==> src/rtl/universal_shift_reg.sv <==
// ============================================================================
// universal_shift_reg
// ----------------------------------------------------------------------------
// WIDTH-bit universal register used as a serialiser/deserialiser and datapath
// staging element. Supports hold, parallel load, clear, logical shifts with
// serial fill, an arithmetic right shift and rotates. It can also run a
// multi-cycle shift burst that reports progress on busy_o and done_o.
//
// Parameters
//   WIDTH     register width in bits (>= 2)
//   CNT_W     width of the burst shift-count input
//   RESET_VAL value q_o takes while rst_n is low
//
// Ports
//   clk       rising-edge clock
//   rst_n     asynchronous active-low reset
//   en        single-op enable (honoured only when idle)
//   mode_i    0 HOLD, 1 LOAD, 2 CLEAR, 3 SHL, 4 SHR, 5 ASR, 6 ROL, 7 ROR
//   d_i       parallel load data
//   ser_i     serial input bit (SHL fills the LSB, SHR fills the MSB)
//   start_i   start a burst (honoured only when idle; wins over en)
//   cnt_i     burst shift count, sampled together with start_i
//   q_o       register contents
//   ser_o     last bit shifted or rotated out (registered)
//   busy_o    high while a burst is still running
//   done_o    one-cycle pulse when a start_i request has completed
//   parity_o  (only with USHREG_PARITY_EN) registered XOR of q_o
//
// Build option
//   USHREG_PARITY_EN  adds the parity_o port and its register.
// ============================================================================
module universal_shift_reg #(
    parameter int               WIDTH     = 8,
    parameter int               CNT_W     = 4,
    parameter logic [WIDTH-1:0] RESET_VAL = '0
) (
    input  logic             clk,
    input  logic             rst_n,
    input  logic             en,
    input  logic [2:0]       mode_i,
    input  logic [WIDTH-1:0] d_i,
    input  logic             ser_i,
    input  logic             start_i,
    input  logic [CNT_W-1:0] cnt_i,
    output logic [WIDTH-1:0] q_o,
    output logic             ser_o,
    output logic             busy_o,
    output logic             done_o
`ifdef USHREG_PARITY_EN
    ,
    output logic             parity_o
`endif
);

    typedef enum logic [2:0] {
        M_HOLD  = 3'd0,
        M_LOAD  = 3'd1,
        M_CLEAR = 3'd2,
        M_SHL   = 3'd3,
        M_SHR   = 3'd4,
        M_ASR   = 3'd5,
        M_ROL   = 3'd6,
        M_ROR   = 3'd7
    } mode_e;

    typedef enum logic {
        S_IDLE  = 1'b0,
        S_BURST = 1'b1
    } state_e;

    // ------------------------------------------------------------------
    // State
    // ------------------------------------------------------------------
    state_e           state_r, state_nxt;
    mode_e            mode_r,  mode_nxt;   // mode latched at burst start
    logic [CNT_W-1:0] rem_r,   rem_nxt;    // shifts still to do in BURST
    logic [WIDTH-1:0] q_r,     q_nxt;
    logic             ser_r,   ser_nxt;
    logic             done_r,  done_nxt;

    // ------------------------------------------------------------------
    // Operation datapath: result of applying op_mode to the current value.
    // A running burst uses its latched mode; otherwise the live mode input.
    // ------------------------------------------------------------------
    mode_e            op_mode;
    logic [WIDTH-1:0] op_q;
    logic             op_ser;
    logic             op_is_shift;

    assign op_mode     = (state_r == S_BURST) ? mode_r : mode_e'(mode_i);
    assign op_is_shift = (op_mode >= M_SHL);

    always_comb begin
        op_q   = q_r;
        op_ser = ser_r;        // HOLD/LOAD/CLEAR leave ser_o alone
        case (op_mode)
            M_HOLD:  op_q = q_r;
            M_LOAD:  op_q = d_i;
            M_CLEAR: op_q = '0;
            M_SHL: begin
                op_q   = {q_r[WIDTH-2:0], ser_i};
                op_ser = q_r[WIDTH-1];
            end
            M_SHR: begin
                op_q   = {ser_i, q_r[WIDTH-1:1]};
                op_ser = q_r[0];
            end
            M_ASR: begin
                op_q   = {q_r[WIDTH-1], q_r[WIDTH-1:1]};
                op_ser = q_r[0];
            end
            M_ROL: begin
                op_q   = {q_r[WIDTH-2:0], q_r[WIDTH-1]};
                op_ser = q_r[WIDTH-1];
            end
            M_ROR: begin
                op_q   = {q_r[0], q_r[WIDTH-1:1]};
                op_ser = q_r[0];
            end
            default: begin
                op_q   = q_r;
                op_ser = ser_r;
            end
        endcase
    end

    // ------------------------------------------------------------------
    // Next-state / control
    // ------------------------------------------------------------------
    always_comb begin
        state_nxt = state_r;
        mode_nxt  = mode_r;
        rem_nxt   = rem_r;
        q_nxt     = q_r;
        ser_nxt   = ser_r;
        done_nxt  = 1'b0;

        case (state_r)
            S_IDLE: begin
                if (start_i) begin
                    mode_nxt = mode_e'(mode_i);
                    if (!op_is_shift) begin
                        // Non-shift request behaves like a single op that
                        // still reports completion.
                        q_nxt    = op_q;
                        ser_nxt  = op_ser;
                        done_nxt = 1'b1;
                    end else if (cnt_i == '0) begin
                        done_nxt = 1'b1;
                    end else begin
                        // First shift happens on the start edge itself, so a
                        // burst of N shifts occupies exactly N edges.
                        q_nxt   = op_q;
                        ser_nxt = op_ser;
                        if (cnt_i == CNT_W'(1)) begin
                            done_nxt = 1'b1;
                        end else begin
                            state_nxt = S_BURST;
                            rem_nxt   = cnt_i - CNT_W'(1);
                        end
                    end
                end else if (en) begin
                    q_nxt   = op_q;
                    ser_nxt = op_ser;
                end
            end
            S_BURST: begin
                q_nxt   = op_q;
                ser_nxt = op_ser;
                if (rem_r == CNT_W'(1)) begin
                    state_nxt = S_IDLE;
                    rem_nxt   = '0;
                    done_nxt  = 1'b1;
                end else begin
                    rem_nxt = rem_r - CNT_W'(1);
                end
            end
            default: state_nxt = S_IDLE;
        endcase
    end

    // ------------------------------------------------------------------
    // Registers
    // ------------------------------------------------------------------
    always_ff @(posedge clk or negedge rst_n) begin
        if (!rst_n) begin
            state_r <= S_IDLE;
            mode_r  <= M_HOLD;
            rem_r   <= '0;
            q_r     <= RESET_VAL;
            ser_r   <= 1'b0;
            done_r  <= 1'b0;
        end else begin
            state_r <= state_nxt;
            mode_r  <= mode_nxt;
            rem_r   <= rem_nxt;
            q_r     <= q_nxt;
            ser_r   <= ser_nxt;
            done_r  <= done_nxt;
        end
    end

    assign q_o    = q_r;
    assign ser_o  = ser_r;
    assign busy_o = (state_r == S_BURST);
    assign done_o = done_r;

`ifdef USHREG_PARITY_EN
    // Parity is computed from the value q takes at the same edge so it is
    // always coherent with q_o, without a combinational XOR tree on the output.
    logic parity_r;

    always_ff @(posedge clk or negedge rst_n) begin
        if (!rst_n) parity_r <= ^RESET_VAL;
        else        parity_r <= ^q_nxt;
    end

    assign parity_o = parity_r;
`endif

endmodule

==> config.mk <==
export PLATFORM = sky130hd
export DESIGN_NAME = universal_shift_reg
export DESIGN_NICKNAME = d
export VERILOG_FILES = /design/src/rtl/universal_shift_reg.sv
export SDC_FILE = /design/constraint.sdc
export NUM_CORES = 1
export LEC_CHECK = 0
export BUFFER_PORTS_ARGS = -buffer_cell sky130_fd_sc_hd__buf_4
export CAP_MARGIN = 30
export CORE_MARGIN = 1
export CORE_UTILIZATION = 30
export DETAILED_ROUTE_END_ITERATION = 10
export PLACE_DENSITY = 0.55
export SYNTH_ARGS = -nofsm -noshare
export SYNTH_HDL_FRONTEND = slang
export SYNTH_SLANG_ARGS = --single-unit
==> constraint.sdc <==
create_clock -name clk -period 2 [get_ports clk]
set_clock_uncertainty 0.05 [all_clocks]
set_input_delay 0.1 -clock clk [delete_from_list [all_inputs] [get_ports clk]]
set_output_delay 0.1 -clock clk [all_outputs]
set_load 0.1 [all_outputs]
After elaboration in Yosys (flattened, before gate mapping)
Index checks and enable logic that the tools add are counted.

Register bits after elaboration: 18. Bits in latches: 0. Bits in writable memories: 0. Bits in read-only memories: 0. Output and inout port bits: 11. Logic and storage cells: 63. Memories: 0.

$add $sub $neg: 2. Multipliers: 0. Divide/modulo/power cells: 0. Order comparisons: 1. Eq/ne operators: 15. Shift operators: 0. Mux-type cells: 31. Bitwise operators: 1. Reductions and logical operators: 7.

Operators by type and width (count): $pmux 8 s8 (1); $mux 8 (4); $mux 4 (5); $pmux 8 s2 (1); $mux 1 (14); $eq 3x3->1 const B (4); $eq 4x1->1 const B (2); $ne 2x2->1 const B (4); $pmux 1 s2 (4); $pmux 4 s2 (1); $sub 4x1->4 const B (2); $eq 3x2->1 const B (2); $logic_not 4->1 (1); $ne 4x4->1 const B (1); $reduce_and 2->1 (2); $reduce_and 4->1 (1); $eq 3x1->1 const B (1); $ge 3x2->1 const B (1); $logic_not 3->1 (1); $mux 3 (1); $ne 3x3->1 const B (1); $reduce_or 3->1 (1); $reduce_or 2->1 (1); $not 1->1 (1).

Longest topological paths before layout
Gate-level depths: netlist of run 1.

Word-level depth: 8. Gate-level depth with buffers: 8. Depth with buffers taken out: 7.

Worst setup path before layout of run 1
OpenSTA, ideal clock, no wires.

Path type: flip-flop to flip-flop. From: reg state_r, in the netlist busy_o. To: reg q_r[6], in the netlist q_o[6]. Setup time: 0.129 ns. Arrival time: 2.100 ns. Path slack: -0.279 ns. Stages on the path, launching flop included: 6. Buffers on the path: 1. Clock period less this slack: 2.279 ns. Path through: dfrtp_1 buf_6 mux2_4 and2_1 a222oi_1 o21ai_1.

Cells in the longest elaborated chain, start to end: 7. Elaborated cells on any way between the ends: 20.

Ends and longest elaborated chain: from (decl) (RTL line 74) `state_e state_r, state_nxt;`; from (signal assigned) (RTL line 194) `state_r <= state_nxt;`; $mux 3 (RTL line 90) `assign op_mode = (state_r == S_BURST) ? mode_r : mode_e'(mode_i);`; $eq 3x3->1 (tied with other cells) (RTL line 96) `case (op_mode)`; $pmux 8 s8 (RTL line 96); $mux 8 (RTL line 148) `end else if (cnt_i == '0) begin`; $mux 8 (RTL line 142) `if (!op_is_shift) begin`; $mux 8 (RTL line 140) `if (start_i) begin`; $pmux 8 s2 (RTL line 138) `case (state_r)`; to (signal assigned) (RTL line 197) `q_r <= q_nxt;`; to (decl) (RTL line 77) `logic [WIDTH-1:0] q_r, q_nxt;`.

Parallel ways exist; a longest one is shown, timed or not. The select of a mux whose other input is x is not followed. A chain may end at the register's enable or synchronous reset.

Worst setup path in the final report of run 1
Ends and elaborated chain as after synthesis.

==> summary.txt, run 1 <==
Most used standard cells in the synthesized netlist: sky130_fd_sc_hd__dfrtp_1 (18), sky130_fd_sc_hd__nand2_1 (18), sky130_fd_sc_hd__a21oi_1 (8)
Hold Crit Start: mode_i[2]
GRT Overall Usage: 16.1%
Hold slack: 0.0782 ns
Global-route wire length before repair: 5510 um
Number of hold-slack violations in the final timing report: 0
Top-level port count: 31
Slew headroom: 71.5%
Tightest Pin Transition: 0.428 ns
Wire length per cell after detailed routing: 15.0 um
Area share of fa/ha/maj cells after synthesis: 3.91%
Worst setup path category: reg2reg
Overall power consumption: 0.00318 W
Cell depth of the worst hold path: 2
Overall via count from detail_route: 1174
Post-layout instance count excluding filler cells: 221
Leading post-synthesis cells by cell area: sky130_fd_sc_hd__dfrtp_1 (35%), sky130_fd_sc_hd__nand2_1 (5.3%), sky130_fd_sc_hd__mux2i_1 (4.7%), sky130_fd_sc_hd__mux2_2 (4.4%), sky130_fd_sc_hd__ha_1 (3.9%)
Count of final max-slew check failures: 0
Simple-gate area share of the yosys netlist: 16.6%
Critical Path, Cell by Cell: nand2b_1, o22a_1, mux2i_4, a222oi_1, o21ai_1
Clock insertion delay at the later pin of the skew report: 0.26 ns
Die area: 4540 sq um
Portion of synthesized cell area occupied by the leading cell type: 35.2%
Synth Net Count: 161
Remaining design rule violation count: 0
Endpoint kind of the worst setup timing path: flop
Path class of the lowest-slack min-delay path: in2reg
Slowest cell on the critical path: sky130_fd_sc_hd__dfrtp_2
Clock tree buffer depth: 2
Setup repair after global routing missed its margin: false
Core Region: 4060 sq um
Reg-to-reg setup timing slack: 0.14 ns
Number of vias per cell: 5.31
Crit Reg-Reg Endpoint: q_o[6]
Count of synthesis-stage warnings from yosys: 0
Worst reg-to-reg path cell count: 5
Count of port buffers added during placement: 30
Synthesis-to-finish area growth: 27.1%
Sequential area share after synthesis: 35.2%
Leak Pwr: 0.741 nW
TritonCTS clock tree: done
Mean Syn Cell Area: 9.35 sq um
Arrival @ worst endpoint: 1.95 ns
Required time reported for the critical path endpoint: 2.09 ns
Pwr/cell area: 1950 nW/um^2
Xor and xnor fraction of the mapped netlist area: 2.05%
H-tree depth reported by CTS: 1
# rows: 23
Combinational family with the most area after synthesis: compound AO/OA/AOI/OAI gates
Vias in the first global route: 1230
Number of max-cap violations: 0
Final-layout fill cell count: 412
Post-synthesis cell type count: 44
Fraction of layout cells with a size suffix above 1: 29.8%
X dimension of the die: 67.4 um
Clock sink total: 18
Buffer count from post-CTS setup fixing: 0
Biggest cell delay along the critical path: 0.58 ns
Top_reg_cell synth: sky130_fd_sc_hd__dfrtp_1
Nets: 196
Post-synthesis mux area share: 12.9%
Count of flip-flops with a built-in enable after synthesis: 0
Post-route minimum period: 1.86 ns
Cell area after technology mapping: 1280 sq um
Antenna violation net count after detailed routing: 0
Detailed Routing Iterations Pass 1: 4
Setup tns final: 0 ns
DRC marker count from the first detailed-route iteration: 57
CTS clk-pin slew, worst paths: 0.08 ns
Number of endpoints failing setup at the final stage: 0
Largest fanout of any net on the critical path: 19
Final worst path period share: 92.9%
Final cell utilization of the core: 40.1%
Outcome: complete, no violations
Area leader, netlist: sky130_fd_sc_hd__dfrtp_1
Initial antenna violation count: 0
Share of async-settable or async-resettable flops after synthesis: 100%
Initial cell density of the core: 31.6%
TritonCTS buffer count: 3
End point of the worst hold path: mode_r[2]
Number of register bits inferred by synthesis: 18
Height of the chip: 67.4 um
Complex-gate fraction of the synthesized area: 24.5%
Clock Root Buffer: sky130_fd_sc_hd__clkbuf_8
Startpoint class of the critical path: flop
Diode insertion count for antenna repair: 0
Number of standard cells after synthesis: 137
Detailed placement HPWL: 2570 um
Last weighted congestion value of the routability-driven placer: 0.792
Count of placed standard cells including taps: 216
Startpoint of the lowest-slack register-to-register path: busy_o
Total wirelength of the detailed-routed design: 3310 um
Pin count of the biggest net entering global routing: 20
Maximum operating frequency: 538 MHz
Maximum resistive drop on vdd: 934 uV
Global route overflow: 0
[report_power, final]
| part | internal [W] | switching [W] | total [W] | leakage, nW |
|---|---|---|---|---|
| clock | 0.000175 | 0.000132 | 0.000307 | 0.0288 |
| sequential | 0.000541 | 0.000230 | 0.000772 | 0.221 |
| combinational | 0.000745 | 0.00136 | 0.00210 | 0.491 |
[layer usage]
layer / wire (um) / share of wire, % / track usage (%) / vias up
met3: 159 / 4.8 / 2.70 / 4
met4: 38 / 1.1 / 6.38 / 0
met5: 0 / 0 / 0 / -
met1: 1520 / 46 / 19.5 / 551
li1: - / - / - / 582
met2: 1590 / 48 / 28.1 / 37
[critical path, delay by kind of cell (launching register included)]
family	cells	cell delay, ns
AO/OA/AOI/OAI	3	0.74
AND/OR/NAND/NOR	1	0.20
flip-flops	1	0.58
multiplexers	1	0.17
[cell families (layout without fill, tap and decap cells)]
family          after synthesis  count (layout)
compound gates               45              45
xor+xnor                      3               3
fa+ha+maj                     4               4
buf+inv                      11              45
flops                        18              18
mux                          14              14
simple gates                 42              42
[state kept, by name (all words and copies together) (netlist names)]
signal,count
ser_o,1
mode_r,3
done_o,1
busy_o,1
rem_r,4
q_o,8
[cells in the final DEF, fill, tap and decap left out, drive strengths merged, types with 5 or more instances in the layout]
cell and n:
a21oi 9, buf 35, dfrtp 18, inv 5, mux2 7, mux2i 7
nand2 18, nor3 5, o211ai 5, o21ai 12
[metrics by stage]
stage	setup WS (ns)	instance area [sq um]
detailed placement	0.170	1560
floorplan	0.0239	1280
global placement	0.199	1560
finish	0.142	1630
CTS	0.155	1630
global route	0.0187	1630
[repair_timing]
| action | CTS | global route |
|---|---|---|
| endpoints found under the hold margin | 18 | 0 |
| hold buffers | 1 | 0 |
| resized for setup | 0 | 0 |
[cell type report]
| cell class | instances | area [sq um] | share of cell area [%] |
|---|---|---|---|
| tap | 50 | 62.6 | 3.84 |
| clock buffer | 4 | 55.1 | 3.38 |
| timing repair buffer | 36 | 273 | 16.7 |
| inverter | 5 | 18.8 | 1.15 |
| multi-input combinational | 108 | 768 | 47.2 |
| sequential | 18 | 452 | 27.7 |
[worst max path at each step]
stage / to / startpoint / slack, ns / depth (start not counted)
final: q_o[6] / busy_o / 0.14 / 5
after detailed placement: q_o[6] / busy_o / 0.17 / 5
after CTS: q_o[6] / busy_o / 0.16 / 5
after global routing: q_o[5] / busy_o / 0.02 / 6
after floorplan: q_o[6] / busy_o / 0.02 / 5
after global placement: q_o[6] / busy_o / 0.20 / 5
No activity file was read; power rests on OpenSTA's default activity.
==> run 2: changes to the inputs <==
CORE_UTILIZATION = 45   (was 30)
PLACE_DENSITY = 0.74   (was 0.55)
==> summary.txt, run 2 (synthesis gave the netlist of run 1 again) <==
Remaining design rule violation count: 0
Number of endpoints failing setup at the final stage: 0
Post-route minimum period: 1.86 ns
Number of hold-slack violations in the final timing report: 0
Nets: 195
Count of port buffers added during placement: 30
Core Region: 2590 sq um
WL met3: 137 um
Detailed placement HPWL: 2330 um
Buffer count from post-CTS setup fixing: 0
TritonCTS buffer count: 3
Slew headroom: 73.8%
Initial antenna violation count: 0
Final worst path period share: 93.2%
Count of final max-slew check failures: 0
Clock Root Buffer: sky130_fd_sc_hd__clkbuf_4
GRT Overall Usage: 20.4%
DR WL met2: 1450 um
Number of max-cap violations: 0
Global-route wire length before repair: 5060 um
Diode insertion count for antenna repair: 0
Pin count of the biggest net entering global routing: 19
Startpoint class of the critical path: flop
Wire length per cell after detailed routing: 15.2 um
Met1 wire length: 1440 um
Vias in the first global route: 1102
Clock insertion delay at the later pin of the skew report: 0.30 ns
Worst setup path category: reg2reg
Required time reported for the critical path endpoint: 2.13 ns
# rows: 18
Synthesis-to-finish area growth: 23.4%
Commonest non-fill, non-tap cell in the layout: sky130_fd_sc_hd__buf_4
Clock tree buffer depth: 2
Tightest Pin Transition: 0.390 ns
Setup repair after global routing missed its margin: false
Fraction of layout cells with a size suffix above 1: 30.0%
Detailed Routing Iterations Pass 1: 4
Antenna violation net count after detailed routing: 0
Clock sink total: 18
H-tree depth reported by CTS: 1
DRC marker count from the first detailed-route iteration: 35
Leading cell types in the layout, fill and taps excluded: sky130_fd_sc_hd__buf_4 (34), sky130_fd_sc_hd__nand2_1 (18), sky130_fd_sc_hd__dfrtp_1 (17)
Maximum operating frequency: 536 MHz
X dimension of the die: 55.4 um
Last weighted congestion value of the routability-driven placer: 0.847
Endpoint kind of the worst setup timing path: flop
Path class of the lowest-slack min-delay path: in2reg
Largest fanout of any net on the critical path: 15
Height of the chip: 55.4 um
Top-level port count: 31
TritonCTS clock tree: done
Global route overflow: 0
Die area: 3060 sq um
Setup tns final: 0 ns
Arrival @ worst endpoint: 1.99 ns
Overall via count from detail_route: 1180
CTS clk-pin slew, worst paths: 0.12 ns
Flip-flop count of the largest register after layout: 8
Total wirelength of the detailed-routed design: 3050 um
Outcome: complete, no violations
Number of vias per cell: 5.90
Highest routed layer: met4
Initial cell density of the core: 49.5%
[run 2: cell count changes in the layout (fill, tap and decap cells not counted)]
cell and delta:
sky130_fd_sc_hd__buf_4 -1, sky130_fd_sc_hd__mux2i_2 +1, sky130_fd_sc_hd__clkbuf_4 +3, sky130_fd_sc_hd__clkbuf_8 -3, sky130_fd_sc_hd__mux2i_1 -1
[run 2: final cells by class]
class	instances	area, sq um
Sequential cell	18	452
Multi-Input combinational cell	108	772
Fill cell	229	1010
Tap cell	30	37.5
Timing Repair Buffer	35	265
Inverter	5	18.8
Clock buffer	4	36.3
[run 2: stage by stage]
stage	worst slack, ns	area, sq um	instances	hold slack (ns)	util, %
finish	0.136	1580	200	0.0263	61.1
global route	0.0342	1580	200	0.0224	61.1
CTS	0.149	1580	200	0.0194	60.9
detailed placement	0.170	1530	195	-0.0607	59.1
global placement	0.258	1530	195	-0.0620	59.1
floorplan	0.0239	1280	137	-0.246	-
[run 2: worst paths after layout]
| kind | endpoint | cells after the start | slack (ns) | startpoint |
|---|---|---|---|---|
| max in group asynchronous | q_o[3] | 2 | 1.55 | rst_n |
| max reg2reg | q_o[6] | 5 | 0.14 | busy_o |
| min in group asynchronous | rem_r[3] | 2 | 0.13 | rst_n |
| min reg2reg | ser_o | 2 | 0.47 | ser_o |
| max | q_o[6] | 5 | 0.14 | busy_o |
| min | mode_r[0] | 2 | 0.03 | mode_i[0] |
[run 2: routing by layer]
metal  vias to the layer above  global-route usage [%]
met2                        33                    33.4
li1                        574                       -
met1                       571                    27.1
met4                         0                    4.64
met5                         -                       0
met3                         2                    5.15
[run 2: repair_timing]
item / 4_1_cts / 5_1_grt
hold endpoints to repair: 18 / 0
hold buffers: 1 / 0
gates resized for setup: 0 / 1
endpoints found under the setup margin: 0 / 1
[run 2: critical path, stage by stage (launching register included)]
cell and delay, ns:
sky130_fd_sc_hd__dfrtp_2 0.56, sky130_fd_sc_hd__nand2b_1 0.20, sky130_fd_sc_hd__o22a_1 0.41, sky130_fd_sc_hd__mux2i_4 0.15
sky130_fd_sc_hd__a222oi_1 0.27, sky130_fd_sc_hd__o21ai_1 0.09
Power of run 2 is not shown: default switching activity piles up to over one toggle a cycle in this logic, so the estimate is an artifact.
